### src/rtl/lsu_pkg.sv
// Shared types and constants for the memory-stage load/store unit.
package lsu_pkg;

  typedef enum logic {
    IDLE = 1'b0,
    REQ  = 1'b1
  } lsu_state_e;

  localparam logic       MEM_WORD = 1'b0;
  localparam logic       MEM_BYTE = 1'b1;
  localparam logic [3:0] STRB_ALL = 4'hF;

  // Word accesses must be 4-byte aligned; byte accesses never misalign.
  function automatic logic is_misaligned(input logic mem_type, input logic [1:0] off);
    return (mem_type == MEM_WORD) && (off != 2'b00);
  endfunction

endpackage

### src/rtl/mem_lane_align.sv
// Byte-lane steering: store strobes/replicated data and LBU-style load extraction.
module mem_lane_align
  import lsu_pkg::*;
(
  input  logic [1:0]  off_i,
  input  logic        mem_type_i,
  input  logic [31:0] st_data_i,
  input  logic [31:0] ld_rdata_i,
  output logic [3:0]  st_strb_o,
  output logic [31:0] st_data_o,
  output logic [31:0] ld_data_o
);

  always_comb begin
    st_strb_o = STRB_ALL;
    st_data_o = st_data_i;
    ld_data_o = ld_rdata_i;
    if (mem_type_i == MEM_BYTE) begin
      st_strb_o = 4'b0001 << off_i;
      st_data_o = {4{st_data_i[7:0]}};
      ld_data_o = {24'b0, ld_rdata_i[{off_i, 3'b000} +: 8]};
    end
  end

endmodule

### src/rtl/mem_stage_lsu.sv
// Memory-stage LSU: drives the req/ready data bus, stalls while an access is
// outstanding, and owns the MEM/WB pipeline register.
module mem_stage_lsu
  import lsu_pkg::*;
#(
  parameter int ADDR_W = 32,
  parameter int DATA_W = 32
) (
  input  logic              clk,
  input  logic              rst,
  input  logic              RegWriteM,
  input  logic              ResultSrcM,
  input  logic              MemWriteM,
  input  logic [ADDR_W-1:0] ALUResultM,
  input  logic [DATA_W-1:0] WriteDataM,
  input  logic [4:0]        RdM,
  input  logic              MemTypeM,
  output logic              mem_req,
  output logic              mem_we,
  output logic [ADDR_W-1:0] mem_addr,
  output logic [DATA_W-1:0] mem_wdata,
  output logic [3:0]        mem_wstrb,
  input  logic              mem_ready,
  input  logic [DATA_W-1:0] mem_rdata,
  output logic              StallM,
  output logic              RegWriteW,
  output logic              ResultSrcW,
  output logic [ADDR_W-1:0] ALUResultW,
  output logic [DATA_W-1:0] ReadDataW,
  output logic [4:0]        RdW,
  output logic              MisalignW
);

  lsu_state_e state_q, state_d;
  logic       access, is_load;
  logic       bus_load, done, wb_bubble;
  logic [1:0] off_q;
  logic       type_q, load_q;

  logic [1:0]        al_off;
  logic              al_type;
  logic [3:0]        al_strb;
  logic [DATA_W-1:0] al_wdata, al_rdata;

  // Store with ResultSrcM also set is treated as a store.
  assign access  = ResultSrcM | MemWriteM;
  assign is_load = ResultSrcM & ~MemWriteM;

  // Aligner sees live M fields while issuing, latched ones while waiting.
  assign al_off  = (state_q == IDLE) ? ALUResultM[1:0] : off_q;
  assign al_type = (state_q == IDLE) ? MemTypeM : type_q;

  mem_lane_align u_align (
    .off_i      (al_off),
    .mem_type_i (al_type),
    .st_data_i  (WriteDataM),
    .ld_rdata_i (mem_rdata),
    .st_strb_o  (al_strb),
    .st_data_o  (al_wdata),
    .ld_data_o  (al_rdata)
  );

  always_comb begin
    state_d   = state_q;
    StallM    = 1'b0;
    bus_load  = 1'b0;
    done      = 1'b0;
    wb_bubble = 1'b0;
    case (state_q)
      IDLE: begin
        if (access) begin
          StallM    = 1'b1;
          bus_load  = 1'b1;
          wb_bubble = 1'b1;
          state_d   = REQ;
        end
      end
      REQ: begin
        if (mem_ready) begin
          done    = 1'b1;
          state_d = IDLE;
        end else begin
          StallM    = 1'b1;
          wb_bubble = 1'b1;
        end
      end
      default: state_d = IDLE;
    endcase
    if (rst) StallM = 1'b0;
  end

  always_ff @(posedge clk) begin
    if (rst) begin
      state_q    <= IDLE;
      mem_req    <= 1'b0;
      mem_we     <= 1'b0;
      mem_addr   <= '0;
      mem_wdata  <= '0;
      mem_wstrb  <= '0;
      off_q      <= '0;
      type_q     <= MEM_WORD;
      load_q     <= 1'b0;
      RegWriteW  <= 1'b0;
      ResultSrcW <= 1'b0;
      ALUResultW <= '0;
      ReadDataW  <= '0;
      RdW        <= '0;
      MisalignW  <= 1'b0;
    end else begin
      state_q <= state_d;
      if (bus_load) begin
        mem_req   <= 1'b1;
        mem_we    <= MemWriteM;
        mem_addr  <= {ALUResultM[ADDR_W-1:2], 2'b00};
        mem_wdata <= MemWriteM ? al_wdata : '0;
        mem_wstrb <= MemWriteM ? al_strb : 4'h0;
        off_q     <= ALUResultM[1:0];
        type_q    <= MemTypeM;
        load_q    <= is_load;
      end else if (done) begin
        mem_req <= 1'b0;
      end
      if (wb_bubble) begin
        RegWriteW  <= 1'b0;
        ResultSrcW <= 1'b0;
        ALUResultW <= '0;
        ReadDataW  <= '0;
        RdW        <= '0;
        MisalignW  <= 1'b0;
      end else begin
        RegWriteW  <= RegWriteM;
        ResultSrcW <= ResultSrcM;
        ALUResultW <= ALUResultM;
        ReadDataW  <= (done && load_q) ? al_rdata : '0;
        RdW        <= RdM;
        MisalignW  <= done && is_misaligned(type_q, off_q);
      end
    end
  end

endmodule

### config.mk
export PLATFORM = sky130hd
export DESIGN_NAME = mem_stage_lsu
export DESIGN_NICKNAME = d
export VERILOG_FILES = /design/src/rtl/lsu_pkg.sv /design/src/rtl/mem_lane_align.sv /design/src/rtl/mem_stage_lsu.sv
export SDC_FILE = /design/constraint.sdc
export NUM_CORES = 1
export LEC_CHECK = 0
export ABC_AREA = 1
export CORE_UTILIZATION = 46
export CTS_CLUSTER_DIAMETER = 150
export DETAILED_ROUTE_END_ITERATION = 16
export GPL_TIMING_DRIVEN = 1
export PLACE_DENSITY = 0.81
export SETUP_SLACK_MARGIN = 0.15
export SYNTH_ARGS = -nofsm -noshare
export SYNTH_HDL_FRONTEND = slang
export SYNTH_HIERARCHICAL = 1
export SYNTH_SLANG_ARGS = --single-unit
### constraint.sdc
create_clock -name clk -period 2.3 [get_ports clk]
set_input_delay 0.46 -clock clk [delete_from_list [all_inputs] [get_ports clk]]
set_output_delay 0.46 -clock clk [all_outputs]
set_load 0.03 [all_outputs]
==> qor.txt <==
==================================================================================================
Routed wirelength normalized by instance count                                             13.7 um
I/O pins                                                                                       251
Min-Delay Path Depth                                                                             2
HPWL after DPL                                                                           11,400 um
CP Capture Type                                                                        output port
Number of logic stages on the critical path including buffering                                  6
Number of diodes                                                                                 0
Share of layout cells above drive strength 1                                                 11.6%
Root Buffer Master                                                                    sky130_fd_sc_hd__clkbuf_16
Core ar.                                                                                12,700 um2
Hold path start                                                                                rst
Standard-cell rows                                                                              41
Total buffers and inverters traversed by the critical path                                       3
Fin cells                                                                                    1,194
Pre-Repair DR Iteration Count                                                                    5
Share of synthesized cell area in full adder, half adder and majority cells                     0%
Vias post-DR                                                                                 5,579
Final-report hold violation count                                                                0
Arrival time at the worst endpoint                                                         1590 ps
Number of synthesized register bits                                                            145
Fillers                                                                                      1,023
Switching pwr                                                                              1.91 mW
Area overhead of the layout relative to synthesis                                            50.4%
Clock Sink Count                                                                               145
Switching Fraction                                                                           27.1%
Cells after synthesis                                                                          783
Clock transition time at the flip-flop clock pins of the worst setup and hold paths          60 ps
Critical Path Fanout Max                                                                         2
Crit path max-delay family                                                            buffers and inverters
Cell breakdown of the critical path                                                   clkdlybuf4s50_1 -> inv_1 -> nand2_2 -> nand2_1 -> a21oi_1 -> buf_4
First-pass GRT wire length                                                               24,900 um
DR DRC count                                                                                     0
Leakage power total                                                                        4.02 nW
Portion of the post-synthesis area used by sequential elements                               47.9%
Most frequent standard cell in the layout excluding fill and tap cells                sky130_fd_sc_hd__clkdlybuf4s50_1
Category of the worst setup path launch point                                            input pin
Effective utilization at floorplan                                                           47.6%
Comb pwr share                                                                               19.9%
Overall track demand over capacity in global routing                                         24.0%
Via density                                                                                   4.67
Cells resized by post-CTS repair                                                                 0
Proportion of power drawn by the clock network                                               41.4%
H-tree Lvls                                                                                      4
Final setup fails                                                                                0
R2R Setup Slk                                                                               590 ps
Post-CTS Hold Fix Bufs                                                                           0
Area share of xor/xnor cells in the synthesized design                                          0%
Initial antenna violation count                                                                  0
Slowest cell on the critical path                                                     sky130_fd_sc_hd__clkdlybuf4s50_1
Critical setup path kind                                                                    in2out
Cell variety after synth                                                                        23
Setup repair after global routing missed its margin                                             no
Antenna-violating nets left                                                                      0
Dpl cells                                                                                    1,162
Count of warnings emitted by yosys                                                               6
Pin count of the biggest net entering global routing                                            54
Complex-gate fraction of the synthesized area                                                7.85%
X dimension of the die                                                                      117 um
Most frequent cells in the layout                                                     sky130_fd_sc_hd__clkdlybuf4s50_1, sky130_fd_sc_hd__nor2_1, sky130_fd_sc_hd__dfxtp_1
GPL Wtd Cong                                                                                 0.805
Startpoint of the lowest-slack register-to-register path                              state_q$_DFF_P_
Vias in the first global route                                                               5,061
Latest clock arrival within the worst-skew pair                                             410 ps
Slew margin rel.                                                                             61.0%
Die height                                                                                  117 um
Transition time at the pin with the least slew margin                                       585 ps
Final net count                                                                              1,117
Post-CTS Repair Setup Buffers                                                                    0
Overall die area                                                                        13,600 um2
Avg Cell Area, Syn                                                                        7.74 um2
Status                                                                                   completed
Count of final max-slew check failures                                                           0
Worst supply voltage drop on vdd                                                            449 uV
Routed wire length                                                                       16,400 um
Summed negative setup slack over all endpoints                                                0 ps
Internal power of the cells                                                                5.14 mW
Cell area after synthesis                                                                 6060 um2
Clock buffers created by TritonCTS                                                              17
Upper clock frequency limit                                                              0.489 GHz
Worst reg2reg path depth                                                                        10
TritonCTS clock tree                                                                         built
Worst R2R End                                                                         ReadDataW[7]$_SDFF_PP0_
Minimum clock period after layout                                                          2050 ps
Portion of netlist area occupied by mux cells                                                   0%
Endpoint of the worst hold-timing path                                                state_q$_DFF_P_
Max-cap violations                                                                               0
Largest clock skew in the final design                                                     6.84 ps
Synth Area in Simple Gates                                                                   28.9%
Portion of the clock cycle consumed by the worst path in the final layout                    89.0%
IO Port Bufs                                                                                   248
Dominant combinational cell family by area after synthesis                            simple AND/OR/NAND/NOR gates
Grt ovf                                                                                          0
Data required time of the worst path                                                       1840 ps
Kind of path behind the tightest hold check                                                 in2reg
Power per unit of standard cell area                                                    774 nW/um2
First DRT Iteration DRCs                                                                       364
Critical path's largest stage delay                                                         540 ps
Share of power burned in registers                                                           38.7%
Maximum count of clock buffers along a single path                                               2
==================================================================================================
## worst max path at each step
stage	start	endpoint	slack [ps]
floorplan	rst	StallM	500
global placement	MemWriteM	StallM	240
detailed placement	MemWriteM	StallM	240
CTS	MemWriteM	StallM	240
global route	MemWriteM	StallM	190
finish	MemWriteM	StallM	250
## sequential cells by signal (all words and copies together) (netlist names), 2 cells and up
name	cells
mem_wstrb	4
mem_wdata	32
off_q	2
mem_addr	30
ALUResultW	32
ReadDataW	32
RdW	5
## cells in the mapped netlist
cell	n	area, um2
sky130_fd_sc_hd__inv_2	5	18.8
sky130_fd_sc_hd__inv_4	1	6.26
sky130_fd_sc_hd__buf_12	4	80.1
sky130_fd_sc_hd__o21ai_0	31	155
sky130_fd_sc_hd__o21ai_4	1	16.3
sky130_fd_sc_hd__nand2_2	2	12.5
sky130_fd_sc_hd__nor2_1	165	619
sky130_fd_sc_hd__buf_4	20	150
sky130_fd_sc_hd__conb_1	1	3.75
sky130_fd_sc_hd__a21oi_1	10	50.1
sky130_fd_sc_hd__nand2_8	1	20.0
sky130_fd_sc_hd__buf_6	10	113
sky130_fd_sc_hd__nand2_4	2	22.5
sky130_fd_sc_hd__nor3_1	1	5.00
sky130_fd_sc_hd__nand3_2	30	300
sky130_fd_sc_hd__inv_1	121	454
sky130_fd_sc_hd__buf_2	14	70.1
sky130_fd_sc_hd__clkbuf_1	9	33.8
sky130_fd_sc_hd__nand4_1	1	6.26
sky130_fd_sc_hd__nand3_1	72	360
sky130_fd_sc_hd__a21oi_2	29	254
sky130_fd_sc_hd__dfxtp_1	145	2900
sky130_fd_sc_hd__nand2_1	108	405
## metrics by stage
stage	util (%)	hold slack, ps	setup slack, ps	power, mW	area (um2)
floorplan	-	454	501	3.65	6060
global placement	66.7	451	237	4.17	8480
detailed placement	66.7	462	240	4.18	8480
CTS	71.6	273	239	7.11	9110
global route	71.6	282	194	7.36	9110
finish	71.6	283	254	7.05	9110
## layer usage
metal | part of all wire, % | GRT usage [%] | vias up | routed length (um)
met5 | 0 | 0 | - | 0
met4 | 2.1 | 10.7 | 0 | 352
met3 | 8.7 | 7.93 | 28 | 1430
met2 | 49 | 40.2 | 219 | 8020
met1 | 40 | 28.1 | 2516 | 6600
li1 | - | - | 2816 | -
## area by class of cell
class,instances,area (um2),area share (%)
Inverter,127,479,5.26
Clock buffer,22,474,5.20
Sequential cell,145,2900,31.9
Multi-Input combinational cell,455,2250,24.6
Clock inverter,10,156,1.72
Tap cell,172,215,2.36
Timing Repair Buffer,263,2640,28.9
## kinds of logic (layout without fill, tap and decap cells)
family	Yosys count	after routing
simple gates	382	382
other cells	1	2
flops	145	145
compound gates	71	71
buf+inv	184	422
## power groups by stage
stage / combinational (mW) / sequential, mW / clock, mW
4_1_cts: 1.41 / 2.73 / 2.97
3_3_place_gp: 1.39 / 2.77 / 0
5_1_grt: 1.52 / 2.74 / 3.10
6_report: 1.41 / 2.73 / 2.92
2_1_floorplan: 0.610 / 3.04 / 0
3_5_place_dp: 1.40 / 2.78 / 0
Note: power is estimated with default switching activity, not from simulation.
==> edit 1: new RTL, config.mk and constraints unchanged <==
Change the parameter `ADDR_W` from 32 to 36.
--- a/src/rtl/mem_stage_lsu.sv
+++ b/src/rtl/mem_stage_lsu.sv
@@ -4,5 +4,5 @@
   import lsu_pkg::*;
 #(
-  parameter int ADDR_W = 32,
+  parameter int ADDR_W = 36,
   parameter int DATA_W = 32
 ) (
Interface: changed (resized ALUResultM, ALUResultW and mem_addr); port bits go from 251 to 263. No check against the original RTL was run, so the function may have changed too.
==> edit 1 against the original RTL <==
Sequential cell count increased by 8. Cell area increased by 2.3%. Critical path depth decreased by 2. Combinational power increased by 4%. Clock power increased by 5%. First-iteration DRC count increased by 22%. Worst setup slack got worse by 23 ps. Area after synthesis about the same. Power increased by 5.3%. Wire length increased by 11%. Global-route usage increased by 2.6 points. Largest cell class unchanged. Largest power group unchanged.
==> edit 1: results (changes against the original RTL) <==
CP peak stage delay: 410 ps (-130 ps)
ys async rst share: 0% (unchanged)
Setup WS pre-CTS: 226.4 ps (-13.44 ps)
met2 wire length: 8939 um (+11%)
WHS Endpoint: mem_wdata[25]
Non-Clock Buffer Area Fraction: 29.78% (+0.83 points)
Switch Pwr: 1.989 mW (+4.2%)
wire length on met1: 7035 um (+6.6%)
register bit total from synthesis: 153 (+5.5%)
Inverters: 132 (+3.9%)
Iteration-0 DRC Markers: 445 (+22%)
hold path start: mem_wdata[25]
vias post-DR: 5937 (+6.4%)
Worst Skew: 3.979 ps (-2.858 ps)
fillers: 1042 (+1.9%)
sequential share of cell area: 32.88% (+1.0 points)
final-stage net count: 1171 (+4.8%)
grt met1 use: 29.30% (+1.2 points)
P_leak: 4.213 nW (+4.8%)
area of the multi-input gates: 2073 um^2 (-7.7%)
drt pass-1 iters: 8 (+3)
top flop regs: ALUResultW: 36 flops, mem_addr: 34 flops
largest cells by area after synthesis: dfxtp_1, nor2_1, nand3_1
hpwl dp: 12500 um (+10%)
Register-to-Register Path Depth: 8 (-2)
reg-to-reg critical path endpoint: ReadDataW[5]
Seq group: 2.88 mW (+5%)
pin count of the biggest net entering global routing: 39 (-28%)
Post-Synthesis Cells: 818 (+4.5%)
tightest hold margin: 477.4 ps (+194.5 ps)
Layout area overhead: 53.68%
worst hold path class: reg -> reg
met2 usage: 45.17% (+4.9 points)
Commonest cells post-synth: nor2_1, dfxtp_1, inv_1, nand2_1, nand3_1
fraction of area in multi-input gates: 22.24% (-2.4 points)
placed inst area: 8625 um^2 (+1.7%)
slowest CP cell: dfxtp_2
outcome: complete, no violations
Multi-In Gates: 475 (+4.4%)
pwr/cell area: 796.3 nW/um^2 (+2.9%)
clock buffers: 21 (-4.5%)
Non-clk bufs: 280 (+6.5%)
GR Layer Usage met3: 9.423% (+1.5 points)
post-synthesis sequential area ratio: 50.51% (+2.6 points)
Comb group: 1.47 mW (+4%)
Inst Count DP: 1211 (+4.2%)
routed len/inst: 14.59 um (+6.2%)
wire length on met3: 1607 um (+12%)
global-route usage over all layers: 26.60% (+2.6 points)
## edit 1: cell count changes after synthesis, sizes merged
cell    delta
nand2      +4
nor2      +12
dfxtp      +8
inv        +4
nand3      +4
buf        +7
clkbuf     -4
## edit 1: cell families (layout without fill, tap and decap cells)
group           after synthesis  in the layout  share of synthesized area, %
other cells                   1              2                       0.06183
compound gates               71             71                         6.045
simple gates                402            402                         27.65
buf+inv                     191            444                         15.74
flops                       153            153                         50.51
## edit 1: worst max path at each step
stage	startpoint	to	slack, ps	cells after the start
floorplan	rst	StallM	510	3
global placement	MemTypeM	ReadDataW[5]	290	9
detailed placement	ALUResultM[0]	ReadDataW[2]	230	10
CTS	state_q	StallM	170	4
global route	state_q	StallM	170	4
finish	state_q	StallM	230	4
## edit 1: worst reg2reg max path, stage by stage (launching register included)
cell	delay, ps
dfxtp_2	520
nand2_1	150
o21ai_4	100
buf_4	370
o21ai_4	180
nand2_1	120
nand2_1	70
inv_1	50
nor2_1	30
==> edit 2: new RTL, same flow settings <==
Made on the original files. Make the reset (`rst`) asynchronous in one clocked block.
--- a/src/rtl/mem_stage_lsu.sv
+++ b/src/rtl/mem_stage_lsu.sv
@@ -90,5 +90,5 @@
   end
 
-  always_ff @(posedge clk) begin
+  always_ff @(posedge clk or posedge rst) begin
     if (rst) begin
       state_q    <= IDLE;
Function: differs if rst is asserted again (counterexample within 4 cycles, from zero or initial values and one cycle with rst high); with rst held inactive, the same outputs for 10 cycles.
==> edit 2 against the original RTL <==
Wire length is 0.63% higher. Area after synthesis rose by 0.12%. Cell area is 2.8% higher. Synthesized cell count down 6.6%. Non-clock buffer count is the same. Sequential cell count stayed put. Worst setup slack better by 90 ps. Critical path depth shrank 5. Critical endpoint is now mem_addr[29].
Power is not compared: it rests on default switching activity, and its combinational part moved more than twofold at a synthesized area within 25%.
==> edit 2: results (changes against the original RTL) <==
vias in the first global route: 5056 (-0.099%)
RR Startpoint: state_q
Setup Buffers After CTS: 0 (unchanged)
global-route usage over all layers: 25.15% (+1.1 points)
Total Routed Length: 16500 um (+0.63%)
Placer Congestion: 0.8444 (+4.9%)
Top FF cell, synth: dfrtp_1
post-synthesis sequential area ratio: 59.81% (+12 points)
CP peak stage delay: 700 ps (+160 ps)
Setup WS pre-CTS: 305.3 ps (+65.43 ps)
final-stage net count: 1081 (-3.2%)
Iteration-0 DRC Markers: 360 (-1.1%)
outcome: complete, no violations
Register-to-Register Path Depth: 9 (-1)
clk slew on worst S/H paths: 60 ps (about the same)
fraction of layout cells with a size suffix above 1: 6.396% (-5.2 points)
GR Layer Usage met3: 7.827% (-0.10 points)
Worst Skew: 8.509 ps (+1.672 ps)
met2 usage: 43.51% (+3.3 points)
Synth cell types: 18 (-22%)
vias post-DR: 5237 (-6.1%)
largest cells by area after synthesis: dfrtp_1, nand2_1, inv_1
ys async rst share: 100.0% (+100 points)
CP arrival: 1500 ps (-90 ps)
wire length of the first global-routing pass: 25470 um (+2.3%)
pin count of the biggest net entering global routing: 69 (+28%)
hpwl dp: 12040 um (+5.9%)
r2r setup slk: 710 ps (+120 ps)
worst hold path class: in -> async
Commonest cells post-synth: nand2_1, dfrtp_1, inv_1, nor2_1, nand3_1
reg-to-reg critical path endpoint: ReadDataW[3]
grt met1 use: 29.59% (+1.5 points)
==> edit 2: how the worst max path moves through the flow <==
stage	depth (start not counted)	startpoint	endpoint	slack, ps
6_report	1	mem_addr[29]	mem_addr[29]	340
3_3_place_gp	8	ALUResultM[1]	mem_wstrb[2]	340
3_5_place_dp	11	ALUResultM[1]	ReadDataW[3]	310
4_1_cts	1	mem_addr[29]	mem_addr[29]	320
2_1_floorplan	1	rst	ALUResultW[0]	20
5_1_grt	4	ResultSrcM	StallM	300
==> edit 2: final cells by class <==
type | instances | area, um^2
clock inverter | 12 | 206.4
sequential | 145 | 3628
clock buffer | 19 | 432.9
fill | 964 | 3359
timing repair buffer | 263 | 2693
multi-input combinational | 418 | 1703
inverter | 128 | 484.2
tap | 172 | 215.2
==> edit 2: metrics by stage <==
stage	utilization [%]	std cells	hold slack, ps	area (um^2)
6_report	73.59	1157	389.9	9363
3_5_place_dp	68.57	1126	458.5	8723
2_1_floorplan	-	732	433.3	6075
4_1_cts	73.59	1157	384.4	9363
3_3_place_gp	68.57	1126	452.8	8723
5_1_grt	73.59	1157	420.5	9363
==> edit 2: per-layer routing <==
layer	up-vias	wire length, um
met4	0	244
met1	2411	6343
met2	210	8507
li1	2601	-
met5	-	0
met3	15	1409
==> edit 2: cell families (layout without fill, tap and decap cells) <==
family | Yosys count | count (layout) | share of synthesized area [%]
AO/OA/AOI/OAI | 34 | 34 | 3.052
other | 1 | 2 | 0.06181
flip-flops | 145 | 145 | 59.81
AND/OR/NAND/NOR | 382 | 382 | 24.73
buffers and inverters | 169 | 422 | 12.35
==> edit 2: where the power goes <==
part           internal (mW)  switching, mW  total (mW)
Clock                   1.93           1.06        2.99
Sequential              3.16          0.314        3.47
Combinational           1.67           2.63        4.30
Total                   6.76           4.00        10.8
